<file path="config.mk">
export PLATFORM = sky130hd
export DESIGN_NAME = event_hub
export DESIGN_NICKNAME = d
export VERILOG_FILES = /design/src/rtl/event_hub_pkg.sv /design/src/rtl/event_counter.sv /design/src/rtl/event_hub.sv
export SDC_FILE = /design/constraint.sdc
export NUM_CORES = 1
export LEC_CHECK = 0
export ABC_AREA = 1
export CAP_MARGIN = 20
export CORE_MARGIN = 4
export CORE_UTILIZATION = 40
export DETAILED_ROUTE_END_ITERATION = 7
export PLACE_DENSITY = 0.53
export SYNTH_ARGS = -nofsm -noshare
export SYNTH_HDL_FRONTEND = slang
export SYNTH_SLANG_ARGS = --single-unit
</file>
<file path="constraint.sdc">
create_clock -name clk -period 13.3 [get_ports clk]
set_input_delay 2.66 -clock clk [delete_from_list [all_inputs] [get_ports clk]]
set_output_delay 2.66 -clock clk [all_outputs]
set_load 0.01 [all_outputs]
</file>
<file path="src/rtl/event_hub_pkg.sv">
`default_nettype none
// =============================================================================
// Module   : event_hub_pkg
// Brief    : Shared defaults, ID width helper and alias-table entry type.
// Revision : 1.0
// =============================================================================
package event_hub_pkg;

    localparam int unsigned NUM_EVT_DEFAULT = 8;
    localparam int unsigned CNT_W_DEFAULT   = 4;

    function automatic int unsigned id_width(input int unsigned n);
        return (n > 2) ? $clog2(n) : 1;
    endfunction

    // Entry layout at the default channel count; the hub declares the same
    // layout at its own parameterised width.
    typedef struct packed {
        logic                                   is_null;
        logic [id_width(NUM_EVT_DEFAULT)-1:0]   dst;
    } alias_entry_t;

endpackage
`default_nettype wire

</file>
<file path="src/rtl/event_counter.sv">
`default_nettype none
// =============================================================================
// Module   : event_counter
// Brief    : Saturating up-by-n / down-by-1 counter with sticky overflow and a
//            registered one-cycle "fired" flag.
// Revision : 1.0
// =============================================================================
module event_counter #(
    parameter int unsigned CNT_W = 4,
    parameter int unsigned INC_W = 4
) (
    input  logic             clk,
    input  logic             rst,
    input  logic [INC_W-1:0] inc_n,
    input  logic             dec,
    output logic [CNT_W-1:0] count_o,
    output logic             fired_o,
    output logic             ovf_o
);

    localparam int unsigned SUM_W = ((CNT_W > INC_W) ? CNT_W : INC_W) + 1;
    localparam logic [SUM_W-1:0] C_MAX = SUM_W'({CNT_W{1'b1}});

    logic [CNT_W-1:0] count_d, count_q;
    logic             fired_d, fired_q;
    logic             ovf_d,   ovf_q;
    logic [SUM_W-1:0] w_sum;

    // Net change is applied before saturation so +n-1 clips only once.
    always_comb begin
        w_sum = SUM_W'(count_q) + SUM_W'(inc_n);
        if (dec && (w_sum != '0)) begin
            w_sum = w_sum - SUM_W'(1);
        end
        ovf_d = ovf_q;
        if (w_sum > C_MAX) begin
            count_d = C_MAX[CNT_W-1:0];
            ovf_d   = 1'b1;
        end else begin
            count_d = w_sum[CNT_W-1:0];
        end
        fired_d = (inc_n != '0);
    end

    always_ff @(posedge clk) begin
        if (rst) begin
            count_q <= '0;
            fired_q <= 1'b0;
            ovf_q   <= 1'b0;
        end else begin
            count_q <= count_d;
            fired_q <= fired_d;
            ovf_q   <= ovf_d;
        end
    end

    assign count_o = count_q;
    assign fired_o = fired_q;
    assign ovf_o   = ovf_q;

endmodule
`default_nettype wire

</file>
<file path="src/rtl/event_hub.sv">
`default_nettype none
// =============================================================================
// Module   : event_hub
// Brief    : Event channels with a single-level alias table, saturating pending
//            counters and a valid/ready waiter port.
// Revision : 1.0
// =============================================================================
module event_hub
    import event_hub_pkg::*;
#(
    parameter  int unsigned NUM_EVT = NUM_EVT_DEFAULT,
    parameter  int unsigned CNT_W   = CNT_W_DEFAULT,
    localparam int unsigned ID_W    = id_width(NUM_EVT)
) (
    input  logic               clk,
    input  logic               rst,
    input  logic [NUM_EVT-1:0] trig_i,
    input  logic               alias_we,
    input  logic [ID_W-1:0]    alias_src,
    input  logic [ID_W-1:0]    alias_dst,
    input  logic               alias_null,
    input  logic               wait_valid,
    input  logic [ID_W-1:0]    wait_id,
    output logic               wait_ready,
    output logic               wait_null,
    output logic [NUM_EVT-1:0] triggered_o,
    output logic [NUM_EVT-1:0] ovf_o
);

    localparam int unsigned INC_W = $clog2(NUM_EVT + 1);

    typedef struct packed {
        logic            is_null;
        logic [ID_W-1:0] dst;
    } entry_t;

    entry_t             alias_d [NUM_EVT];
    entry_t             alias_q [NUM_EVT];
    entry_t             w_wait_ent;
    logic [INC_W-1:0]   w_inc   [NUM_EVT];
    logic [CNT_W-1:0]   w_count [NUM_EVT];
    logic [NUM_EVT-1:0] w_dec;
    logic [NUM_EVT-1:0] w_nonzero;
    logic               w_hit;

    always_comb begin
        for (int k = 0; k < NUM_EVT; k++) begin
            alias_d[k] = alias_q[k];
            if (alias_we && (alias_src == ID_W'(k))) begin
                alias_d[k] = '{is_null: alias_null, dst: alias_dst};
            end
        end
    end

    always_ff @(posedge clk) begin
        for (int k = 0; k < NUM_EVT; k++) begin
            if (rst) begin
                alias_q[k] <= '{is_null: 1'b0, dst: ID_W'(k)};
            end else begin
                alias_q[k] <= alias_d[k];
            end
        end
    end

    // Per-destination popcount of this cycle's triggers under the current map.
    always_comb begin
        for (int j = 0; j < NUM_EVT; j++) begin
            w_inc[j] = '0;
            for (int k = 0; k < NUM_EVT; k++) begin
                if (trig_i[k] && !alias_q[k].is_null && (alias_q[k].dst == ID_W'(j))) begin
                    w_inc[j] = w_inc[j] + INC_W'(1);
                end
            end
        end
    end

    // An ID with no table slot behaves as a null channel.
    always_comb begin
        w_wait_ent = '{is_null: 1'b1, dst: '0};
        for (int k = 0; k < NUM_EVT; k++) begin
            if (wait_id == ID_W'(k)) begin
                w_wait_ent = alias_q[k];
            end
        end
        w_hit = 1'b0;
        for (int j = 0; j < NUM_EVT; j++) begin
            if (!w_wait_ent.is_null && (w_wait_ent.dst == ID_W'(j)) && w_nonzero[j]) begin
                w_hit = 1'b1;
            end
        end
    end

    assign wait_ready = wait_valid && !rst && (w_wait_ent.is_null || w_hit);
    assign wait_null  = wait_ready && w_wait_ent.is_null;

    always_comb begin
        for (int j = 0; j < NUM_EVT; j++) begin
            w_dec[j] = wait_ready && !w_wait_ent.is_null && (w_wait_ent.dst == ID_W'(j));
        end
    end

    for (genvar j = 0; j < NUM_EVT; j++) begin : g_chan
        event_counter #(
            .CNT_W (CNT_W),
            .INC_W (INC_W)
        ) u_cnt (
            .clk     (clk),
            .rst     (rst),
            .inc_n   (w_inc[j]),
            .dec     (w_dec[j]),
            .count_o (w_count[j]),
            .fired_o (triggered_o[j]),
            .ovf_o   (ovf_o[j])
        );
        assign w_nonzero[j] = (w_count[j] != '0);
    end

endmodule
`default_nettype wire

</file>
Word level (Yosys, flattened, before mapping) --
Memory sizes are Yosys's and may differ from the RTL's. Index checks and enable logic that the tools add are counted.
Word-level totals: input bits 22, bits in latches 0, RAM bits 32, output and inout bits 18, memories kept 1, bits in read-only memories 0, register bits after elaboration 48
Operators by class: $add $sub $neg 72, shifts and indexed selects 0, bitwise operators 8, divide/modulo/power cells 0, reductions and logical operators 162, equal/unequal tests 77, mux-type cells 115, multiply operators 0, magnitude comparators 8
Memory list:
- alias_q | words 8, bits a word 4, read ports 8, clocked after memory_dff 0, wr ports 8, RTL line event_hub.sv:38 | entry_t alias_q [NUM_EVT];
Operator list (count):
- 4-bit two-way mux | 88
- 4-bit by 1-bit adder with 4-bit output (second input constant) | 56
- 3-bit == test (second input constant) | 44
- 1-bit logical AND | 116
- 3-bit by 2-bit == test with 1-bit output (second input constant) | 22
- 4-bit nonzero test | 16
- 4-bit by 4-bit adder with 5-bit output | 8
- 5-bit by 4-bit greater-than comparator with 1-bit output (second input constant) | 8
- 5-bit two-way mux | 8
- 5-bit nonzero test | 8
- 5-bit by 1-bit subtractor with 5-bit output (second input constant) | 8
- 3-bit by 1-bit == test with 1-bit output (second input constant) | 11
- 3-bit logical NOT | 11
- 1-bit two-way mux | 19
- 1-bit logical NOT | 10
- 1-bit bitwise OR | 8
- 1-bit logical OR | 1

Logic depth before layout (Yosys ltp) --
Gate-level depths: netlist of the first run.
depth after elaboration 28, depth in mapped cells 41

Hierarchy --
Synthesis of the first run repeated with hierarchy kept, for this count alone.
Unflattened totals: cells, all modules 1801, area total of the unflattened synthesis 10770.3 µm²
By module, submodules not included:
- event_hub | area each 6506.2 µm², instances 1, cells each 1217, sequential area each 640.6 µm²
- event_counter | area each 533.0 µm², instances 8, cells each 73, sequential area each 120.1 µm²

Worst setup path after synthesis of the first run --
No wires, ideal clock.
path type input-to-reg, start in trig_i[0], end reg g_chan[5].u_cnt.count_q[0], setup time 0.070 ns, data arrival time 7.256 ns, stages on the path 36, slack 5.973 ns, data required time 13.230 ns, cell sequence nand2_1 -> nor2_1 -> inv_1 -> nor2_1 -> ha_1 -> o21bai_1 -> nand2_4 -> xnor2_1 -> o21ai_2 -> ha_1 -> or2_2 -> nand3_1 -> nand3_1 -> nand2_1 -> inv_1 -> ha_1 -> or2_2 -> nand2_1 -> inv_1 -> ha_1 -> nand2_1 -> inv_1 -> nand2_1 -> nand2_1 -> ha_1 -> inv_1 -> o21ai_0 -> xor2_1 -> inv_1 -> nor2_1 -> nand2_1 -> nor2_1 -> inv_1 -> nand3_1 -> nand2_1 -> a21oi_1
Between the ends: word-level cells in the longest chain between the ends 23
RTL lines:
- start: declaration | RTL line event_hub.sv:17 | input logic [NUM_EVT-1:0] trig_i,
- 1-bit logical AND * (2 in series) | RTL line event_hub.sv:70 | if (trig_i[k] && !alias_q[k].is_null && (alias_q[k].dst == ID_W'(j))) begin
- 1-bit two-way mux * | RTL line event_hub.sv:70
- 4-bit by 1-bit adder with 4-bit output | RTL line event_hub.sv:71 | w_inc[j] = w_inc[j] + INC_W'(1);
- 4-bit two-way mux * | RTL line event_hub.sv:70
- 4-bit by 1-bit adder with 4-bit output | RTL line event_hub.sv:71
- 4-bit two-way mux * | RTL line event_hub.sv:70
- 4-bit by 1-bit adder with 4-bit output | RTL line event_hub.sv:71
- 4-bit two-way mux * | RTL line event_hub.sv:70
- [5 not listed]
- 4-bit two-way mux * | RTL line event_hub.sv:70
- 4-bit by 1-bit adder with 4-bit output | RTL line event_hub.sv:71
- 4-bit two-way mux * | RTL line event_hub.sv:70
- 4-bit by 4-bit adder with 5-bit output * | RTL line event_counter.sv:31 | w_sum = SUM_W'(count_q) + SUM_W'(inc_n);
- parallel branches: the longest is 2 deep, another holds 5-bit by 1-bit subtractor with 5-bit output
- 5-bit two-way mux * | RTL line event_counter.sv:32 | if (dec && (w_sum != '0)) begin
- 5-bit by 4-bit greater-than comparator with 1-bit output | RTL line event_counter.sv:36 | if (w_sum > C_MAX) begin
- 4-bit two-way mux * | RTL line event_counter.sv:36
- end signal: assignment | RTL line event_counter.sv:51 | count_q <= count_d;
- end: declaration | RTL line event_counter.sv:24 | logic [CNT_W-1:0] count_d, count_q;
Mark *: on every way between the ends. A chain may end at the register's enable or synchronous reset.

Worst setup path after layout of the first run --
start in wait_id[1], end out wait_null
Between the ends: word-level cells in the longest chain between the ends 23
RTL lines:
- start: declaration | RTL line event_hub.sv:23 | input logic [ID_W-1:0] wait_id,
- 3-bit logical NOT | RTL line event_hub.sv:81 | if (wait_id == ID_W'(k)) begin
- 4-bit two-way mux (7 in series) | RTL line event_hub.sv:81
- 4-bit two-way mux * | RTL line event_hub.sv:81
- 3-bit logical NOT / 1-bit logical NOT (equally long branches) | RTL line event_hub.sv:87 | if (!w_wait_ent.is_null && (w_wait_ent.dst == ID_W'(j)) && w_nonzero[j]) begin
- 1-bit logical AND (2 in series) | RTL line event_hub.sv:87
- 1-bit two-way mux (8 in series) | RTL line event_hub.sv:87
- 1-bit logical OR | RTL line event_hub.sv:93 | assign wait_ready = wait_valid && !rst && (w_wait_ent.is_null || w_hit);
- 1-bit logical AND | RTL line event_hub.sv:93
- 1-bit logical AND * | RTL line event_hub.sv:94 | assign wait_null = wait_ready && w_wait_ent.is_null;
- end: declaration | RTL line event_hub.sv:25 | output logic wait_null,
Every way passes the cells marked *; elsewhere a longest branch is shown, timed or not.

==> flow_summary_export.csv, run 1 <==
group,metric,value,unit
timing,fmax,0.117,GHz
detailed_routing,drtPass1Iterations,5,
worst_setup_path,ff2ff_setup_slack,7.57,ns
timing,setup_viol,0,
synthesis,synth_edf_count,0,
synthesis,ys_ff_latch,80,
synthesis,synth_cell_types,42,
detailed_routing,routedWlPerCell,12.8,µm
clock_network,numClockSinks,80,
layout,area_growth,9.27,%
clock_network,cts_made_buffers,9,
layout,fin_util,44.3,%
placed_design,placed_area,11200,µm²
grt,grt_max_degree,55,
placed_design,gp_congestion,0.904,
timing,maxSlewViolCount,0,
clock_network,root_buffer,"clkbuf_16",
synthesis,synth-seq-area-share,15.1,%
timing,tns,0,ns
floorplanning,die-area,29100,µm²
power,p_leak,5.95,nW
clock_network,htree_levels,3,
timing,fin_worst_skew,0.0132,ns
worst_setup_path,critPathKind,"in -> out",
grt,antenna_found_initial,0,
timing,fin_crit_sh,64.0,%
floorplanning,fp.dieH,171,µm
clock_network,cts_tree,"built",
floorplanning,io_pins,40,
layout,final_cells,2140,
detailed_routing,vias_per_cell,4.88,
clock_network,cts.repair.resized,0,
floorplanning,fp-row-count,59,
timing,slew_headroom,45.0,%
outcome,status,"completed",
floorplanning,start_util,40.6,%
clock_network,cts_hold_buf,0,
run,max_cap_viol_count,0,
synthesis,synth_area_leaders,"nand2_1 (16%), dfxtp_1 (15%), ha_1 (12%)",
detailed_routing,drt-met1-wl,13.4,mm
synthesis,yosysTopAreaCell,"nand2_1",
grt,grt_pass1_wl,46.8,mm
hold_path,min-delay-path-class,"reg -> reg",
synthesis,synthCells,1777,
detailed_routing,antenna_left,0,
timing,rsz0062_at_grt,"false",
placed_design,placed_cells,2124,
worst_setup_path,cp-start-kind,"input pin",
layout,fillers,2853,
layout,n_antenna_cell,0,
placed_design,dp_hpwl,23.0,mm
detailed_routing,wl_met2,12.8,mm
power,vdd_drop_max,0.0000508,V
placed_design,io_buffers,39,
synthesis,yosys_warnings,0,
grt,globalRoute.totalOverflow,0,
layout,final_area,11600,µm²
worst_setup_path,critPathArrivalTime,5.86,ns
worst_setup_path,worstPathMaxFanout,10,
detailed_routing,met3_wirelength,903,µm
synthesis,netlist_area,10600,µm²
timing,period_minus_slack,8.52,ns
worst_setup_path,crit_path_end_kind,"output pin",
timing,hold_violations,0,
worst_setup_path,required,10.64,ns
detailed_routing,top_layer,"met4",
clock_network,clock_path_buffers,2,
layout,final_cell_mix,"nand2_1 (447), inv_1 (330), nor2_1 (191)",
detailed_routing,via_count,10400,
layout,final_common_cell,"nand2_1",
timing,worst_pin_slew,0.818,ns
synthesis,synth-async-reset-ratio,0,%
detailed_routing,drtIter0Drc,542,
synthesis,synth_fp_nets,1911,
synthesis,avgSynthCellArea,5.95,µm²
synthesis,synth_top_area_share,15.9,%
detailed_routing,drc,0,
grt,gr-usage-all-layers,19.6,%
clock_network,clkLatencyLatePin,0.35,ns
layout,drive_gt1_share,6.70,%
floorplanning,core_area,26100,µm²
synthesis,synthFlopType,"dfxtp_1",
clock_network,cts.clk_slew.worst_paths,0.07,ns
grt,grt_pass1_vias,10000,
clock_network,cts_setup_buffers,0,
power,power_per_cell_area,80.9,nW/µm²
layout,nNetsFinal,1934,
detailed_routing,drt-total-wl,27.5,mm
floorplanning,chipWidth,171,µm
critical path, cell delays in order:
cell             delay, ns
clkdlybuf4s50_1       0.72
inv_1                 0.24
nand4_1               0.12
nand2_1               0.07
nor2_1                0.10
nand4_1               0.18
a21oi_1               0.44
nand2_1               0.18
nor2_1                0.14
nor2_1                0.07
nand3_2               0.19
nand2_1               0.10
nor2_1                0.11
clkdlybuf4s50_1       0.54
metrics by stage:
| stage | hold WS, ns | setup WS (ns) | power [mW] |
|---|---|---|---|
| 2_1_floorplan | 0.430 | 5.97 | 0.557 |
| 3_3_place_gp | 0.438 | 4.88 | 0.642 |
| 3_5_place_dp | 0.439 | 4.81 | 0.644 |
| 4_1_cts | 0.450 | 4.80 | 0.946 |
| 5_1_grt | 0.473 | 4.54 | 1.01 |
| 6_report | 0.446 | 4.78 | 0.934 |
power breakdown:
group,total [mW],leakage [nW],switching (mW),internal [mW]
Sequential,0.274,0.653,0.0146,0.259
Combinational,0.364,5.13,0.229,0.135
Clock,0.296,0.166,0.122,0.173
Total,0.934,5.95,0.366,0.568
worst paths after layout:
kind	from	end	cells after the start
setup / recovery	wait_id[1]	wait_null	14
hold / removal	g_chan[4].u_cnt.ovf_o$_SDFFE_PP0N_	g_chan[4].u_cnt.ovf_o$_SDFFE_PP0N_	2
setup reg to reg	alias_q[0][4]$_SDFFE_PP1P_	g_chan[5].u_cnt.count_o[0]$_SDFF_PP0_	36
hold reg to reg	g_chan[4].u_cnt.ovf_o$_SDFFE_PP0N_	g_chan[4].u_cnt.ovf_o$_SDFFE_PP0N_	2
logic make-up after synthesis:
logic type / count (synthesis) / synth area share [%]
and+or+nand+nor: 905 / 37.5
xor gates and xnor gates: 81 / 7.41
adders and majority gates: 112 / 13.8
AOI/OAI and AO/OA: 217 / 11.9
buffers and inverters: 382 / 14.2
DFF: 80 / 15.1
metal layers:
| layer | global-route usage, % | vias to the layer above |
|---|---|---|
| met1 | 25.6 | 4698 |
| met2 | 34.8 | 122 |
| met3 | 2.59 | 24 |
| met5 | 0 | - |
| li1 | - | 5591 |
| met4 | 3.65 | 0 |
state kept, by name, summed over array words and instances (netlist names):
signal / cells
alias_q: 32
g_chan.u_cnt.count_o: 32
g_chan.u_cnt.fired_o: 8
g_chan.u_cnt.ovf_o: 8
cell type report:
type,count,area (µm²),share of cell area (%)
Clock buffer,10,239,2.07
Multi-Input combinational cell,1315,7470,64.7
Clock inverter,6,97.6,0.845
Inverter,353,1330,11.5
Sequential cell,80,1600,13.9
Tap cell,335,419,3.63
Timing Repair Buffer,41,400,3.47
cells in the mapped netlist, types with 12 or more instances:
cell type / number
nor2_1: 191
dfxtp_1: 80
nand4_1: 40
o21ai_0: 58
nand3_1: 140
nand2_2: 23
o21ai_1: 15
xnor2_1: 30
nand2_1: 447
o21ai_2: 12
nor2_2: 12
xor2_1: 42
inv_1: 330
a21oi_1: 83
buf_4: 17
o21bai_1: 33
inv_2: 21
ha_1: 104
nor3_1: 15
Note: power is estimated with default switching activity, not from simulation.
==> run 2: changes to the inputs <==
--- a/config.mk
+++ b/config.mk
@@ -10,7 +10,7 @@
 export CORE_MARGIN = 4
 export CORE_UTILIZATION = 40
 export DETAILED_ROUTE_END_ITERATION = 7
-export PLACE_DENSITY = 0.53
+export PLACE_DENSITY = 0.55
 export SYNTH_ARGS = -nofsm -noshare
 export SYNTH_HDL_FRONTEND = slang
 export SYNTH_SLANG_ARGS = --single-unit
==> constraint.sdc (replaced) <==
create_clock -name clk -period 7.3 [get_ports clk]
set_input_delay 1.46 -clock clk [delete_from_list [all_inputs] [get_ports clk]]
set_output_delay 1.46 -clock clk [all_outputs]
set_load 0.01 [all_outputs]
==> run 2 against run 1 <==
Routed wire length shrank 1.9%. Cell count is essentially flat. Count of clock-buffer cells in the layout is the same. Via count shrank 0.30%. Core utilization grew 0.053 points. Final area grew 0.12%. Total power grew 81%. Combinational power grew 83%. Sequential cell count is the same. Setup slack lost 4.2 ns. Register-to-register slack lost 5.8 ns. Die area is the same. Largest power group unchanged.
==> flow_summary_export.csv, run 2 (same netlist as run 1, synthesis figures left out) <==
group,metric,value,unit
worst_setup_path,critPathMostFrequentCell,"nand2_1",
clock_network,numClockSinks,80,
clock_network,cts_made_buffers,9,
timing,hold_slack,0.448,ns
detailed_routing,drc,0,
layout,final_cell_mix,"nand2_1 (447), inv_1 (330), nor2_1 (187)",
floorplanning,io_pins,40,
layout,n_antenna_cell,0,
power,total_power,1.69,mW
worst_setup_path,critPathKind,"in -> reg",
timing,tns,0,ns
layout,area_growth,9.40,%
timing,period_minus_slack,6.70,ns
grt,grt_max_degree,55,
layout,final_area,11600,µm²
grt,grt_pass1_vias,9901,
timing,fmax,0.149,GHz
outcome,status,"completed",
detailed_routing,via_count,10400,
clock_network,cts_tree,"built",
timing,setup_viol,0,
floorplanning,fp.dieH,171,µm
detailed_routing,antenna_left,0,
floorplanning,fp-row-count,59,
layout,drive_gt1_share,6.98,%
grt,globalRoute.totalOverflow,0,
clock_network,clock_path_buffers,2,
floorplanning,core_area,26100,µm²
worst_setup_path,crit_path_end_kind,"flip-flop",
placed_design,placed_area,11200,µm²
floorplanning,start_util,40.6,%
detailed_routing,vias_per_cell,4.86,
floorplanning,chipWidth,171,µm
detailed_routing,routedWlPerCell,12.6,µm
clock_network,cts_hold_buf,0,
clock_network,htree_levels,3,
timing,maxSlewViolCount,0,
power,vdd_drop_max,0.0000876,V
worst_setup_path,critPathArrivalTime,6.99,ns
timing,hold_violations,0,
worst_setup_path,required,7.58,ns
placed_design,gp_congestion,0.926,
power,p_leak,5.95,nW
layout,final_common_cell,"nand2_1",
worst_setup_path,worstPathMaxFanout,5,
grt,antenna_found_initial,0,
placed_design,io_buffers,39,
run,max_cap_viol_count,0,
timing,worst_pin_slew,0.737,ns
hold_path,min-delay-path-class,"reg -> reg",
detailed_routing,drt-total-wl,26.9,mm
clock_network,clkLatencyLatePin,0.36,ns
hold_path,hold_depth,2,
worst_setup_path,crit_cells,35,
floorplanning,die-area,29100,µm²
worst_setup_path,cp_top_family,"simple AND/OR/NAND/NOR gates",
clock_network,cts_setup_buffers,0,
placed_design,dp_hpwl,22.7,mm
detailed_routing,drtPass1Iterations,5,
grt,grt_pass1_wl,45.1,mm
worst_setup_path,cp-start-kind,"input pin",
worst_setup_path,cp_slowest_cell,"clkdlybuf4s50_1",
worst_setup_path,cp_num_buf_inv,6,
clock_network,cts.repair.resized,0,
timing,rsz0062_at_grt,"false",
timing,slew_headroom,50.5,%
layout,fin_util,44.4,%
worst_setup_path,worstRegToRegCells,34,
worst_setup_path,max_stage_delay,0.45,ns
grt,gr-usage-all-layers,19.0,%
timing,fin_crit_sh,91.8,%
clock_network,root_buffer,"clkbuf_16",
detailed_routing,drtIter0Drc,568,
layout,nNetsFinal,1936,
power,power_per_cell_area,146,nW/µm²
timing,fin_worst_skew,0.0127,ns
clock_network,cts.clk_slew.worst_paths,0.07,ns
-- run 2: cell type report --
class	count	area, µm²
fillers	2797	14500
inverters	353	1330
clock buffers	10	239
well taps	335	419
clock inverters	5	86.3
flip-flops and latches	80	1600
repair buffers	43	415
multi-input cells	1315	7480
-- run 2: path summary, 6_finish.rpt --
kind                                                          from                               endpoint  slack, ns
worst max register to register          alias_q[0][4]$_SDFFE_PP1P_  g_chan[1].u_cnt.count_o[1]$_SDFF_PP0_       1.75
worst min register to register  g_chan[4].u_cnt.ovf_o$_SDFFE_PP0N_     g_chan[4].u_cnt.ovf_o$_SDFFE_PP0N_       0.45
worst min-delay path            g_chan[4].u_cnt.ovf_o$_SDFFE_PP0N_     g_chan[4].u_cnt.ovf_o$_SDFFE_PP0N_       0.45
worst max-delay path                                     trig_i[1]  g_chan[1].u_cnt.count_o[1]$_SDFF_PP0_       0.60
-- run 2: routing by layer --
layer / share of wire, % / up-vias / GRT usage (%)
li1: - / 5613 / -
met1: 48 / 4610 / 24.1
met2: 47 / 151 / 33.7
met3: 3.6 / 30 / 2.91
met4: 1.7 / 0 / 4.90
met5: 0 / - / 0
-- run 2: power breakdown --
part | internal, mW | leakage, nW | switching, mW | total (mW)
Clock | 0.311 | 0.160 | 0.210 | 0.522
Combinational | 0.249 | 5.14 | 0.418 | 0.667
Sequential | 0.472 | 0.653 | 0.0269 | 0.499
-- run 2: worst register-to-register path, delay by kind of cell, from the launching register on --
kind	cells	cell delay, ns
buffers and inverters	5	0.44
AND/OR/NAND/NOR	17	2.13
XOR/XNOR	3	0.58
flip-flops	1	0.45
adder cells (fa/ha/maj)	5	1.41
AO/OA/AOI/OAI	4	0.47
-- run 2: metrics by stage --
stage	std cells	setup WS, ns
2_1_floorplan	1777	1.17
3_3_place_gp	2126	0.259
3_5_place_dp	2126	0.137
4_1_cts	2141	0.496
5_1_grt	2141	0.00452
6_report	2141	0.599
==> run 3: changes to the inputs <==
--- a/config.mk
+++ b/config.mk
@@ -7,10 +7,13 @@
 export LEC_CHECK = 0
 export ABC_AREA = 1
 export CAP_MARGIN = 20
+export CORE_ASPECT_RATIO = 0.75
 export CORE_MARGIN = 4
 export CORE_UTILIZATION = 40
+export CTS_BUF_LIST = sky130_fd_sc_hd__clkbuf_16
 export DETAILED_ROUTE_END_ITERATION = 7
 export PLACE_DENSITY = 0.55
+export SKIP_LAST_GASP = 1
 export SYNTH_ARGS = -nofsm -noshare
 export SYNTH_HDL_FRONTEND = slang
 export SYNTH_SLANG_ARGS = --single-unit
==> run 3 against run 2 <==
Maximum frequency is 1.2% lower. Clock skew is 0.0042 ns lower. Critical path depth is 3 higher. Sequential power hardly changed. Highest routed layer unchanged. Count of clock-buffer cells in the layout is 1 lower. First-iteration DRC count is 16% higher. Non-clock buffer count is 1 lower. Sequential share of layout area hardly changed. Hold slack better by 0.0015 ns. Sequential cell count stayed put. Largest cell class unchanged.
==> flow_summary_export.csv, run 3 (same netlist as run 1, synthesis figures left out) <==
group,metric,value,unit
timing,hold_slack,0.450,ns
layout,nNetsFinal,1935,
layout,fin_util,44.5,%
worst_setup_path,worstPathMaxFanout,5,
layout,n_antenna_cell,0,
worst_setup_path,crit_path_end_kind,"flip-flop",
worst_setup_path,critPathArrivalTime,7.07,ns
power,p_leak,5.94,nW
layout,final_common_cell,"nand2_1",
power,switching_share,39.1,%
clock_network,cts.clk_slew.worst_paths,0.06,ns
placed_design,gp_congestion,0.965,
placed_design,placed_cells,2134,
floorplanning,start_util,40.7,%
clock_network,cts_tree,"built",
detailed_routing,via_count,10500,
power,seqPwrFrac,29.8,%
worst_setup_path,critPathKind,"in -> reg",
run,max_cap_viol_count,0,
grt,grt_pass1_vias,9708,
detailed_routing,antenna_left,0,
floorplanning,fp.dieH,149,µm
clock_network,numClockSinks,80,
detailed_routing,routedWlPerCell,12.7,µm
detailed_routing,vias_per_cell,4.88,
grt,globalRoute.totalOverflow,0,
worst_setup_path,max_stage_delay,0.46,ns
grt,antenna_found_initial,0,
worst_setup_path,worstRegToRegCells,37,
timing,rsz0062_at_grt,"true",
timing,fin_crit_sh,92.9,%
floorplanning,io_pins,40,
worst_setup_path,critPathMostFrequentCell,"nand2_1",
floorplanning,die-area,29100,µm²
placed_design,io_buffers,39,
power,vdd_drop_max,0.000109,V
grt,grt_pass1_wl,45.2,mm
worst_setup_path,cp-start-kind,"input pin",
layout,area_growth,9.42,%
clock_network,clock_path_buffers,2,
worst_setup_path,cp_slowest_cell,"clkdlybuf4s50_1",
power,power_per_cell_area,145,nW/µm²
timing,period_minus_slack,6.78,ns
floorplanning,chipWidth,196,µm
clock_network,cts_made_buffers,9,
layout,drive_gt1_share,7.09,%
timing,slew_headroom,44.4,%
detailed_routing,drc,0,
grt,gr-usage-all-layers,18.9,%
timing,fin_worst_skew,0.00856,ns
power,pwr-share-clk,30.3,%
grt,grt_max_degree,55,
clock_network,cts_hold_buf,0,
power,comb_power_share,39.8,%
timing,maxSlewViolCount,0,
floorplanning,fp-row-count,51,
worst_setup_path,ff2ff_setup_slack,1.66,ns
timing,worst_pin_slew,0.831,ns
detailed_routing,drt-total-wl,27.4,mm
power,intPower,1.02,mW
worst_setup_path,reg2reg_to,"g_chan[2].u_cnt.count_o[2]$_SDFF_PP0_",
clock_network,clkLatencyLatePin,0.36,ns
clock_network,cts.repair.resized,0,
floorplanning,core_area,26000,µm²
timing,hold_violations,0,
clock_network,root_buffer,"clkbuf_16",
hold_path,min_to,"g_chan[7].u_cnt.ovf_o$_SDFFE_PP0N_",
timing,fmax,0.147,GHz
worst_setup_path,r2r_start,"alias_q[0][5]$_SDFFE_PP0P_",
layout,final_cell_mix,"nand2_1 (447), inv_1 (330), nor2_1 (185)",
placed_design,dp_hpwl,22.8,mm
hold_path,hold_depth,2,
detailed_routing,drtIter0Drc,657,
detailed_routing,drtPass1Iterations,5,
timing,setup_viol,0,
outcome,status,"completed",
layout,final_cells,2150,
hold_path,min-delay-start,"g_chan[7].u_cnt.ovf_o$_SDFFE_PP0N_",
layout,fillers,2769,
worst_setup_path,required,7.59,ns
clock_network,cts_setup_buffers,0,
power,p_sw,655,µW
clock_network,htree_levels,3,
hold_path,min-delay-path-class,"reg -> reg",
[run 3: cell count changes in the layout (fill, tap and decap cells not counted), sizes merged]
| cell | before | now |
|---|---|---|
| clkbuf | 10 | 9 |
| clkinv | 2 | 4 |
| inv | 354 | 352 |
| buf | 5 | 4 |
| clkinvlp | 0 | 2 |
[run 3: area by class of cell]
type | instances | area [µm²] | share of cell area (%)
Multi-Input combinational cell | 1315 | 7480 | 64.7
Timing Repair Buffer | 42 | 408 | 3.53
Clock buffer | 9 | 225 | 1.95
Inverter | 353 | 1330 | 11.5
Sequential cell | 80 | 1600 | 13.8
Clock inverter | 7 | 93.8 | 0.811
Tap cell | 344 | 430 | 3.72
[run 3: routing by layer]
layer	up-vias	track usage, %	routed length [µm]
met5	-	0	0
met4	0	4.36	378
met3	23	2.84	1130
met2	154	30.1	11500
met1	4706	27.2	14400
li1	5617	-	-
[run 3: critical path: cells and delay by family]
kind,cells,cell delay [ns]
XOR/XNOR,2,0.55
adder cells (fa/ha/maj),5,1.37
buffers and inverters,8,1.03
AO/OA/AOI/OAI,3,0.49
AND/OR/NAND/NOR,20,2.18
[run 3: power groups by stage]
| stage | clock (mW) | sequential [mW] | combinational, mW |
|---|---|---|---|
| 2_1_floorplan | 0 | 0.499 | 0.515 |
| 3_3_place_gp | 0 | 0.510 | 0.657 |
| 3_5_place_dp | 0 | 0.510 | 0.661 |
| 4_1_cts | 0.520 | 0.500 | 0.665 |
| 5_1_grt | 0.532 | 0.504 | 0.767 |
| 6_report | 0.508 | 0.500 | 0.668 |
[run 3: worst max path at each step]
stage	depth (start not counted)	start	endpoint
floorplan	36	trig_i[0]	g_chan[5].u_cnt.count_o[0]$_SDFF_PP0_
global placement	38	trig_i[1]	g_chan[2].u_cnt.count_o[3]$_SDFF_PP0_
detailed placement	38	trig_i[1]	g_chan[2].u_cnt.count_o[3]$_SDFF_PP0_
CTS	38	trig_i[1]	g_chan[2].u_cnt.count_o[3]$_SDFF_PP0_
global route	38	trig_i[1]	g_chan[2].u_cnt.count_o[3]$_SDFF_PP0_
finish	38	trig_i[1]	g_chan[2].u_cnt.count_o[2]$_SDFF_PP0_
[run 3: metrics by stage]
step	total power [mW]	area (µm²)	setup WS (ns)	TNS (ns)
floorplan	1.01	10600	1.17	0
global placement	1.17	11200	0.158	0
detailed placement	1.17	11200	0.0792	0
CTS	1.68	11600	0.448	0
global route	1.80	11600	-0.00472	-0.00472
finish	1.68	11600	0.519	0
